`config.mk`:
```
export PLATFORM = sky130hd
export DESIGN_NAME = lfsr_rng
export DESIGN_NICKNAME = d
export VERILOG_FILES = /design/src/rtl/lfsr_rng.sv
export SDC_FILE = /design/constraint.sdc
export NUM_CORES = 1
export LEC_CHECK = 0
export ABC_AREA = 1
export BUFFER_PORTS_ARGS = -buffer_cell sky130_fd_sc_hd__buf_2
export CORE_UTILIZATION = 55
export DETAILED_ROUTE_END_ITERATION = 16
export GPL_ROUTABILITY_DRIVEN = 0
export PLACE_DENSITY = 0.87
export SETUP_SLACK_MARGIN = 0.05
export SLEW_MARGIN = 20
export SYNTH_ARGS = -nofsm -noshare
export SYNTH_HDL_FRONTEND = slang
export SYNTH_SLANG_ARGS = --single-unit
```
`constraint.sdc`:
```
create_clock -name i_Clk -period 3 [get_ports i_Clk]
set_clock_uncertainty 0.1 [all_clocks]
set_input_delay 0.3 -clock i_Clk [delete_from_list [all_inputs] [get_ports i_Clk]]
set_output_delay 0.3 -clock i_Clk [all_outputs]
set_load 0.03 [all_outputs]
```
`src/rtl/lfsr_rng.sv`:
```
// lfsr_rng: Fibonacci XNOR LFSR random source with seed loading, a step
// enable and a request/valid draw port. A draw returns a value in
// 0..RANGE-1 by rejection sampling on the low OUT_W register bits; after
// MAX_TRIES rejections the draw is forced to complete (candidate - RANGE).
//
// Parameters:
//   WIDTH     LFSR width, one of 8/16/24/32
//   SEED      reset and lockup-replacement value (truncated to WIDTH)
//   OUT_W     width of the drawn value
//   RANGE     exclusive upper bound of the drawn value (1..2**OUT_W)
//   MAX_TRIES rejections after which a draw is forced to complete
//
// Ports:
//   i_Clk        clock, rising edge
//   i_Rst        synchronous active-high reset
//   i_Enable     step the LFSR once per cycle while idle
//   i_Seed_DV    one-cycle seed-load strobe
//   i_Seed_Data  seed value (all-ones loads SEED instead)
//   i_Req        draw request, sampled only while idle
//   o_Busy       high while a draw is in progress
//   o_Valid      one-cycle pulse, o_Rand/o_Forced valid
//   o_Rand       drawn value, held until the next draw completes
//   o_Forced     the completed draw hit MAX_TRIES
//   o_LFSR_Data  current register state
//   o_Reject_Cnt saturating count of rejected candidates
//                (only with RNG_REJECT_COUNT_EN defined)
//
// Optional feature macro: RNG_REJECT_COUNT_EN
module lfsr_rng #(
  parameter int unsigned WIDTH     = 16,
  parameter logic [31:0] SEED      = 32'h0000_9999,
  parameter int unsigned OUT_W     = 4,
  parameter int unsigned RANGE     = 10,
  parameter int unsigned MAX_TRIES = 8
) (
  input  logic             i_Clk,
  input  logic             i_Rst,
  input  logic             i_Enable,
  input  logic             i_Seed_DV,
  input  logic [WIDTH-1:0] i_Seed_Data,
  input  logic             i_Req,
  output logic             o_Busy,
  output logic             o_Valid,
  output logic [OUT_W-1:0] o_Rand,
  output logic             o_Forced,
  output logic [WIDTH-1:0] o_LFSR_Data
`ifdef RNG_REJECT_COUNT_EN
  ,
  output logic [15:0]      o_Reject_Cnt
`endif
);

  // Tap positions as a bit mask over r[WIDTH:1] (bit t-1 for tap t).
  function automatic logic [31:0] tap_mask32(input int unsigned w);
    case (w)
      8:       return 32'h0000_00B8;  // 8,6,5,4
      16:      return 32'h0000_D008;  // 16,15,13,4
      24:      return 32'h00E1_0000;  // 24,23,22,17
      32:      return 32'h8020_0003;  // 32,22,2,1
      default: return 32'h0000_0000;
    endcase
  endfunction

  localparam int unsigned    TRY_W    = (MAX_TRIES > 1) ? $clog2(MAX_TRIES) : 1;
  localparam logic [WIDTH-1:0] TAP_MASK = WIDTH'(tap_mask32(WIDTH));
  localparam logic [WIDTH-1:0] SEED_W   = SEED[WIDTH-1:0];
  localparam logic [TRY_W-1:0] LAST_TRY = TRY_W'(MAX_TRIES - 1);
  localparam logic [OUT_W:0]   RANGE_X  = (OUT_W + 1)'(RANGE);
  localparam logic [OUT_W-1:0] RANGE_T  = OUT_W'(RANGE);

  if (!(WIDTH == 8 || WIDTH == 16 || WIDTH == 24 || WIDTH == 32)) begin : g_bad_width
    $error("lfsr_rng: WIDTH must be 8, 16, 24 or 32");
  end
  if (SEED_W == '1) begin : g_bad_seed
    $error("lfsr_rng: SEED must not be all-ones");
  end
  if (OUT_W < 1 || OUT_W > WIDTH) begin : g_bad_out_w
    $error("lfsr_rng: OUT_W must be in 1..WIDTH");
  end
  if (RANGE < 1 || RANGE > (2 ** OUT_W)) begin : g_bad_range
    $error("lfsr_rng: RANGE must be in 1..2**OUT_W");
  end
  if (MAX_TRIES < 1) begin : g_bad_tries
    $error("lfsr_rng: MAX_TRIES must be at least 1");
  end

  typedef enum logic {
    S_IDLE,
    S_DRAW
  } state_t;

  state_t           state_q, state_d;
  logic [WIDTH-1:0] lfsr_q, lfsr_d;
  logic [TRY_W-1:0] tries_q, tries_d;
  logic             valid_q, valid_d;
  logic [OUT_W-1:0] rand_q, rand_d;
  logic             forced_q, forced_d;

  logic             fb;
  logic [WIDTH-1:0] step_val;
  logic [OUT_W-1:0] cand;
  logic             accept;

  assign fb     = ~(^(lfsr_q & TAP_MASK));
  assign cand   = lfsr_q[OUT_W-1:0];
  assign accept = ({1'b0, cand} < RANGE_X);

  always_comb begin
    state_d  = state_q;
    tries_d  = tries_q;
    valid_d  = 1'b0;
    rand_d   = rand_q;
    forced_d = forced_q;
    lfsr_d   = lfsr_q;

    // All-ones is the XNOR lockup state; never step into it.
    step_val = {lfsr_q[WIDTH-2:0], fb};
    if (step_val == '1) begin
      step_val = SEED_W;
    end

    unique case (state_q)
      S_IDLE: begin
        if (i_Req) begin
          state_d = S_DRAW;
          tries_d = '0;
        end
      end
      S_DRAW: begin
        if (accept) begin
          rand_d   = cand;
          valid_d  = 1'b1;
          forced_d = 1'b0;
          state_d  = S_IDLE;
        end else if (tries_q == LAST_TRY) begin
          rand_d   = cand - RANGE_T;
          valid_d  = 1'b1;
          forced_d = 1'b1;
          state_d  = S_IDLE;
        end else begin
          tries_d = tries_q + TRY_W'(1);
        end
      end
      default: state_d = S_IDLE;
    endcase

    // A seed load replaces the step; a draw in progress keeps its tries and
    // sees the loaded value as its next candidate.
    if (i_Seed_DV) begin
      lfsr_d = (i_Seed_Data == '1) ? SEED_W : i_Seed_Data;
    end else if (state_q == S_DRAW || i_Enable) begin
      lfsr_d = step_val;
    end
  end

  always_ff @(posedge i_Clk) begin
    if (i_Rst) begin
      state_q  <= S_IDLE;
      lfsr_q   <= SEED_W;
      tries_q  <= '0;
      valid_q  <= 1'b0;
      rand_q   <= '0;
      forced_q <= 1'b0;
    end else begin
      state_q  <= state_d;
      lfsr_q   <= lfsr_d;
      tries_q  <= tries_d;
      valid_q  <= valid_d;
      rand_q   <= rand_d;
      forced_q <= forced_d;
    end
  end

  assign o_Busy      = (state_q == S_DRAW);
  assign o_Valid     = valid_q;
  assign o_Rand      = rand_q;
  assign o_Forced    = forced_q;
  assign o_LFSR_Data = lfsr_q;

`ifdef RNG_REJECT_COUNT_EN
  logic        reject;
  logic [15:0] rej_cnt_q, rej_cnt_d;

  // Forced completions are rejected candidates too.
  assign reject = (state_q == S_DRAW) && !accept;

  always_comb begin
    rej_cnt_d = rej_cnt_q;
    if (reject && rej_cnt_q != '1) begin
      rej_cnt_d = rej_cnt_q + 16'd1;
    end
  end

  always_ff @(posedge i_Clk) begin
    if (i_Rst) begin
      rej_cnt_q <= '0;
    end else begin
      rej_cnt_q <= rej_cnt_d;
    end
  end

  assign o_Reject_Cnt = rej_cnt_q;
`endif

endmodule

```
---- Word level (Yosys, flattened, before mapping) ----
Index checks and enable logic that the tools add are counted.
cells by class
  add/subtract/negate cells ............... 2
  order comparisons ....................... 1
  equality and inequality tests ........... 6
  muxes and demuxes ....................... 18
  bitwise logic cells ..................... 2
  reductions and logical operators ........ 7
operators by type and width
  cell                                           count
  2-to-1 mux 16 bit                              4
  == test 16 bit (second input constant)         2
  parity 16 bit                                  1
  2-to-1 mux 3 bit                               3
  2-to-1 mux 4 bit                               2
  2-to-1 mux 1 bit                               7
  inequality test 2 bit (second input constant)  3
  one-hot mux 3 bit (2 select lines)             1
  < comparator 4 bit (second input constant)     1
  nonzero test 2 bit                             2
  subtractor 4 bit (second input constant)       1
  adder 3 x 1 -> 3 bit (second input constant)   1
  == test 3 bit (second input constant)          1
  AND reduction 3 bit                            1
  NOT 1 bit                                      2
  one-hot mux 1 bit (2 select lines)             1
  AND reduction 2 bit                            1
  OR reduction 2 bit                             1
  logical OR 1 bit                               1
word-level totals
  flip-flop bits (word level) ............. 26
  input bits .............................. 21
  output and inout bits ................... 23
  word-level logic and storage cells ...... 42

---- Logic depth before layout (Yosys ltp) ----
  depth after elaboration ................. 6
  gate-level depth with buffers ........... 10
  mapped depth without buffers ............ 10

---- Least setup slack after synthesis ----
No wires, ideal clock.
  kind .................................... reg-to-reg
  start point ............................. register lfsr_q[2], in the netlist o_LFSR_Data[2]
  end point ............................... register lfsr_q[2], in the netlist o_LFSR_Data[2]
  library setup time ...................... 0.109 ns
  arrival time ............................ 1.366 ns
  required time ........................... 2.791 ns
  path slack .............................. 1.426 ns
  cell stages (with the launch flop) ...... 9
  path buffers ............................ 0
  clock period less this slack ............ 1.574 ns
  cell sequence ........................... dfxtp_1 -> ha_1 -> inv_1 -> nor2_1 -> nand2_1 -> o21ai_0 -> nand3_1 -> nand2_1 -> inv_1
between the ends
  word-level cells in the longest chain between the ends .. 4
ends and longest elaborated chain
  element                 line  source
  from (decl)             93    logic [WIDTH-1:0] lfsr_q, lfsr_d;
  from (signal assigned)  166   lfsr_q <= lfsr_d;
  == test 16 bit          118   if (step_val == '1) begin
  2-to-1 mux 16 bit       118
  2-to-1 mux 16 bit       151   end else if (state_q == S_DRAW || i_Enable) begin
  2-to-1 mux 16 bit       149   if (i_Seed_DV) begin
Every way passes these cells. The select of a mux whose other input is x is not followed.
A chain may end at the register's enable or synchronous reset.

---- Final worst setup path ----
  start point ............................. register lfsr_q[2], in the netlist o_LFSR_Data[2]
  end point ............................... register lfsr_q[5], in the netlist o_LFSR_Data[5]
Same word-level chain as after synthesis.

==> impl_metrics.json <==
{
  "status": "completed",
  "synthesis.nets": 261,
  "cts_tree": "built",
  "port_buffers": 43,
  "drive_gt1_share_pct": 20.7,
  "wl_met2_um": 1660,
  "wl_met3_um": 285,
  "final_cell_mix": "nand2_1, buf_2, inv_1",
  "finalCritPeriodShare_pct": 56.1,
  "pwr_density_cell_nw_per_um2": 497,
  "fmax_ghz": 0.594,
  "die_h_um": 54.4,
  "hold_buffers": 0,
  "top_layer": "met4",
  "fin_crit_ns": 1.68,
  "yosysTopAreaCellShare_pct": 34.5,
  "die_w_um": 54.4,
  "area_growth_syn_to_layout_pct": 17.1,
  "routed_wl_um": 3650,
  "htree_levels": 1,
  "vias": 1594,
  "core_area_um2": 2520,
  "worst_pin_slew_ns": 0.631,
  "max-slew-margin-rel_pct": 57.9,
  "start_util_pct": 59.8,
  "fillerInstances": 242,
  "final_util_pct": 70.0,
  "synth.largest_area_cell": "dfxtp_1",
  "syn_inst": 236,
  "place_area_um2": 1710,
  "grt_pass1_wl_um": 5840,
  "clkPwrFrac_pct": 27.8,
  "yosysWarningCount": 0,
  "drt_pre_antenna_iters": 4,
  "setup_viol_count_final": 0,
  "post_cts_buffers": 0,
  "ys_seq_area_share_pct": 34.5,
  "place_hpwl_um": 2630,
  "final_common_cell": "nand2_1",
  "crit_type": "flop to flop",
  "n_antenna_cell": 0,
  "syn_avg_cell_area_um2": 6.39,
  "ys_seq_elements": 26,
  "cts_num_sinks": 26,
  "via_per_inst": 5.21,
  "groute.usage.overall_pct": 27.4,
  "ant_nets": 0,
  "cts_buffer_depth": 2,
  "cts_resized": 0,
  "post_drt_wl_per_cell_um": 11.9,
  "ys_types": 21,
  "finalHoldViolations": 0,
  "grt_max_degree": 28,
  "drc_errors": 0,
  "slew_violations": 0,
  "slowest_delay_ns": 0.48,
  "hold_path_class": "input port to flop",
  "final_nets": 302,
  "synthArstFlopShare_pct": 0,
  "antenna_found_initial": 0,
  "grt_pass1_vias": 1368,
  "combinationalPowerShare_pct": 26.2,
  "drv_cap": 0,
  "internal_power_w": 0.000585,
  "clk-insertion-delay-late_ns": 0.33,
  "p_seq_share_pct": 46.0,
  "tns_ns": 0,
  "path_clk_slew_ns": 0.15,
  "netSwitchingPower_w": 0.000293,
  "switching_share_pct": 33.4,
  "cts_buffers": 3,
  "rows": 18,
  "cts_root_buf": "clkbuf_4",
  "die-area_um2": 2950,
  "leakage_nw": 0.975,
  "synthTopCellsByArea": "dfxtp_1, nand2_1, o21ai_0",
  "critical_path.slowest_cell": "dfxtp_1",
  "synth_edf_count": 0,
  "netlist_area_um2": 1510,
  "cp_cell_sequence": "ha_1 > inv_1 > nor2_1 > nand2_1 > o21ai_0 > nand3_1 > nand2_1 > inv_1",
  "design.portCount": 44,
  "synth_ff_type": "dfxtp_1",
  "wl_met1_um": 1670,
  "startpoint_type": "flop",
  "instances_no_fill": 306,
  "final_area_um2": 1770,
  "cp_max_fo": 9,
  "place_inst": 302,
  "cp.required_ns": 3.14,
  "endpoint_kind": "flop",
  "rsz0062_at_grt": "false",
  "ir_drop_mv": 0.414,
  "crit_arrival_ns": 1.83,
  "overflow": 0,
  "drt_iter0_drc": 53
}
worst max-delay path: cells and delay by family (launching register included):
family	cells	cell delay, ns
DFF	1	0.48
adders and majority gates	1	0.19
AOI/OAI and AO/OA	1	0.25
and+or+nand+nor	4	0.51
buffers and inverters	2	0.08
final cells by class:
| type | count | area (µm²) | area share [%] |
|---|---|---|---|
| repair buffers | 43 | 215 | 12.2 |
| clock buffers | 3 | 22.5 | 1.28 |
| flip-flops and latches | 26 | 520 | 29.5 |
| inverters | 41 | 154 | 8.72 |
| clock inverters | 1 | 30.0 | 1.70 |
| well taps | 30 | 37.5 | 2.13 |
| multi-input cells | 162 | 786 | 44.5 |
logic make-up after synthesis:
kind of cell,after synthesis,synth area share [%]
AO/OA/AOI/OAI,56,21.1
XOR/XNOR,1,0.581
adder cells (fa/ha/maj),4,3.32
buffers and inverters,48,13.4
flip-flops,26,34.5
AND/OR/NAND/NOR,101,27.1
path summary, 6_finish.rpt:
kind                  start        endpoint  slack [ns]  cells after the start
max          o_LFSR_Data[2]  o_LFSR_Data[5]        1.32                      8
min                   i_Rst      tries_q[2]        0.06                      2
max reg2reg  o_LFSR_Data[2]  o_LFSR_Data[5]        1.32                      8
min reg2reg       o_Rand[3]       o_Rand[3]        0.38                      2
metal layers:
layer  track usage (%)  vias to the layer above
li1                  -                      830
met1              35.7                      697
met2              45.7                       63
met3              5.83                        4
met4              6.41                        0
met5                 0                        -
power groups by stage:
stage / clock (W) / sequential [W] / combinational (W)
2_1_floorplan: 0 / 0.000460 / 0.000112
3_3_place_gp: 0 / 0.000410 / 0.000224
3_5_place_dp: 0 / 0.000411 / 0.000227
4_1_cts: 0.000248 / 0.000403 / 0.000229
5_1_grt: 0.000261 / 0.000408 / 0.000256
6_report: 0.000244 / 0.000404 / 0.000230
sequential cells by signal (all words and copies together), names as in the netlist:
register     cells
o_Busy           1
o_Forced         1
o_LFSR_Data     16
o_Rand           4
o_Valid          1
tries_q          3
synth_stat cells (3+ instances only):
| library cell | instances |
|---|---|
| a21oi_1 | 5 |
| dfxtp_1 | 26 |
| ha_1 | 4 |
| inv_1 | 36 |
| inv_2 | 5 |
| nand2_1 | 50 |
| nand2_2 | 4 |
| nand3_1 | 14 |
| nor2_1 | 32 |
| o211ai_1 | 3 |
| o21ai_0 | 33 |
| o21ai_1 | 4 |
| o21bai_1 | 9 |
metrics by stage:
| step | worst slack [ns] | hold slack [ns] | power, W |
|---|---|---|---|
| 6_report | 1.32 | 0.0627 | 0.000877 |
| 5_1_grt | 1.13 | 0.0605 | 0.000925 |
| 4_1_cts | 1.34 | 0.0570 | 0.000881 |
| 3_5_place_dp | 1.16 | 0.364 | 0.000637 |
| 3_3_place_gp | 1.25 | 0.352 | 0.000634 |
| 2_1_floorplan | 1.43 | 0.269 | 0.000572 |
(Power assumes the default switching activity.)
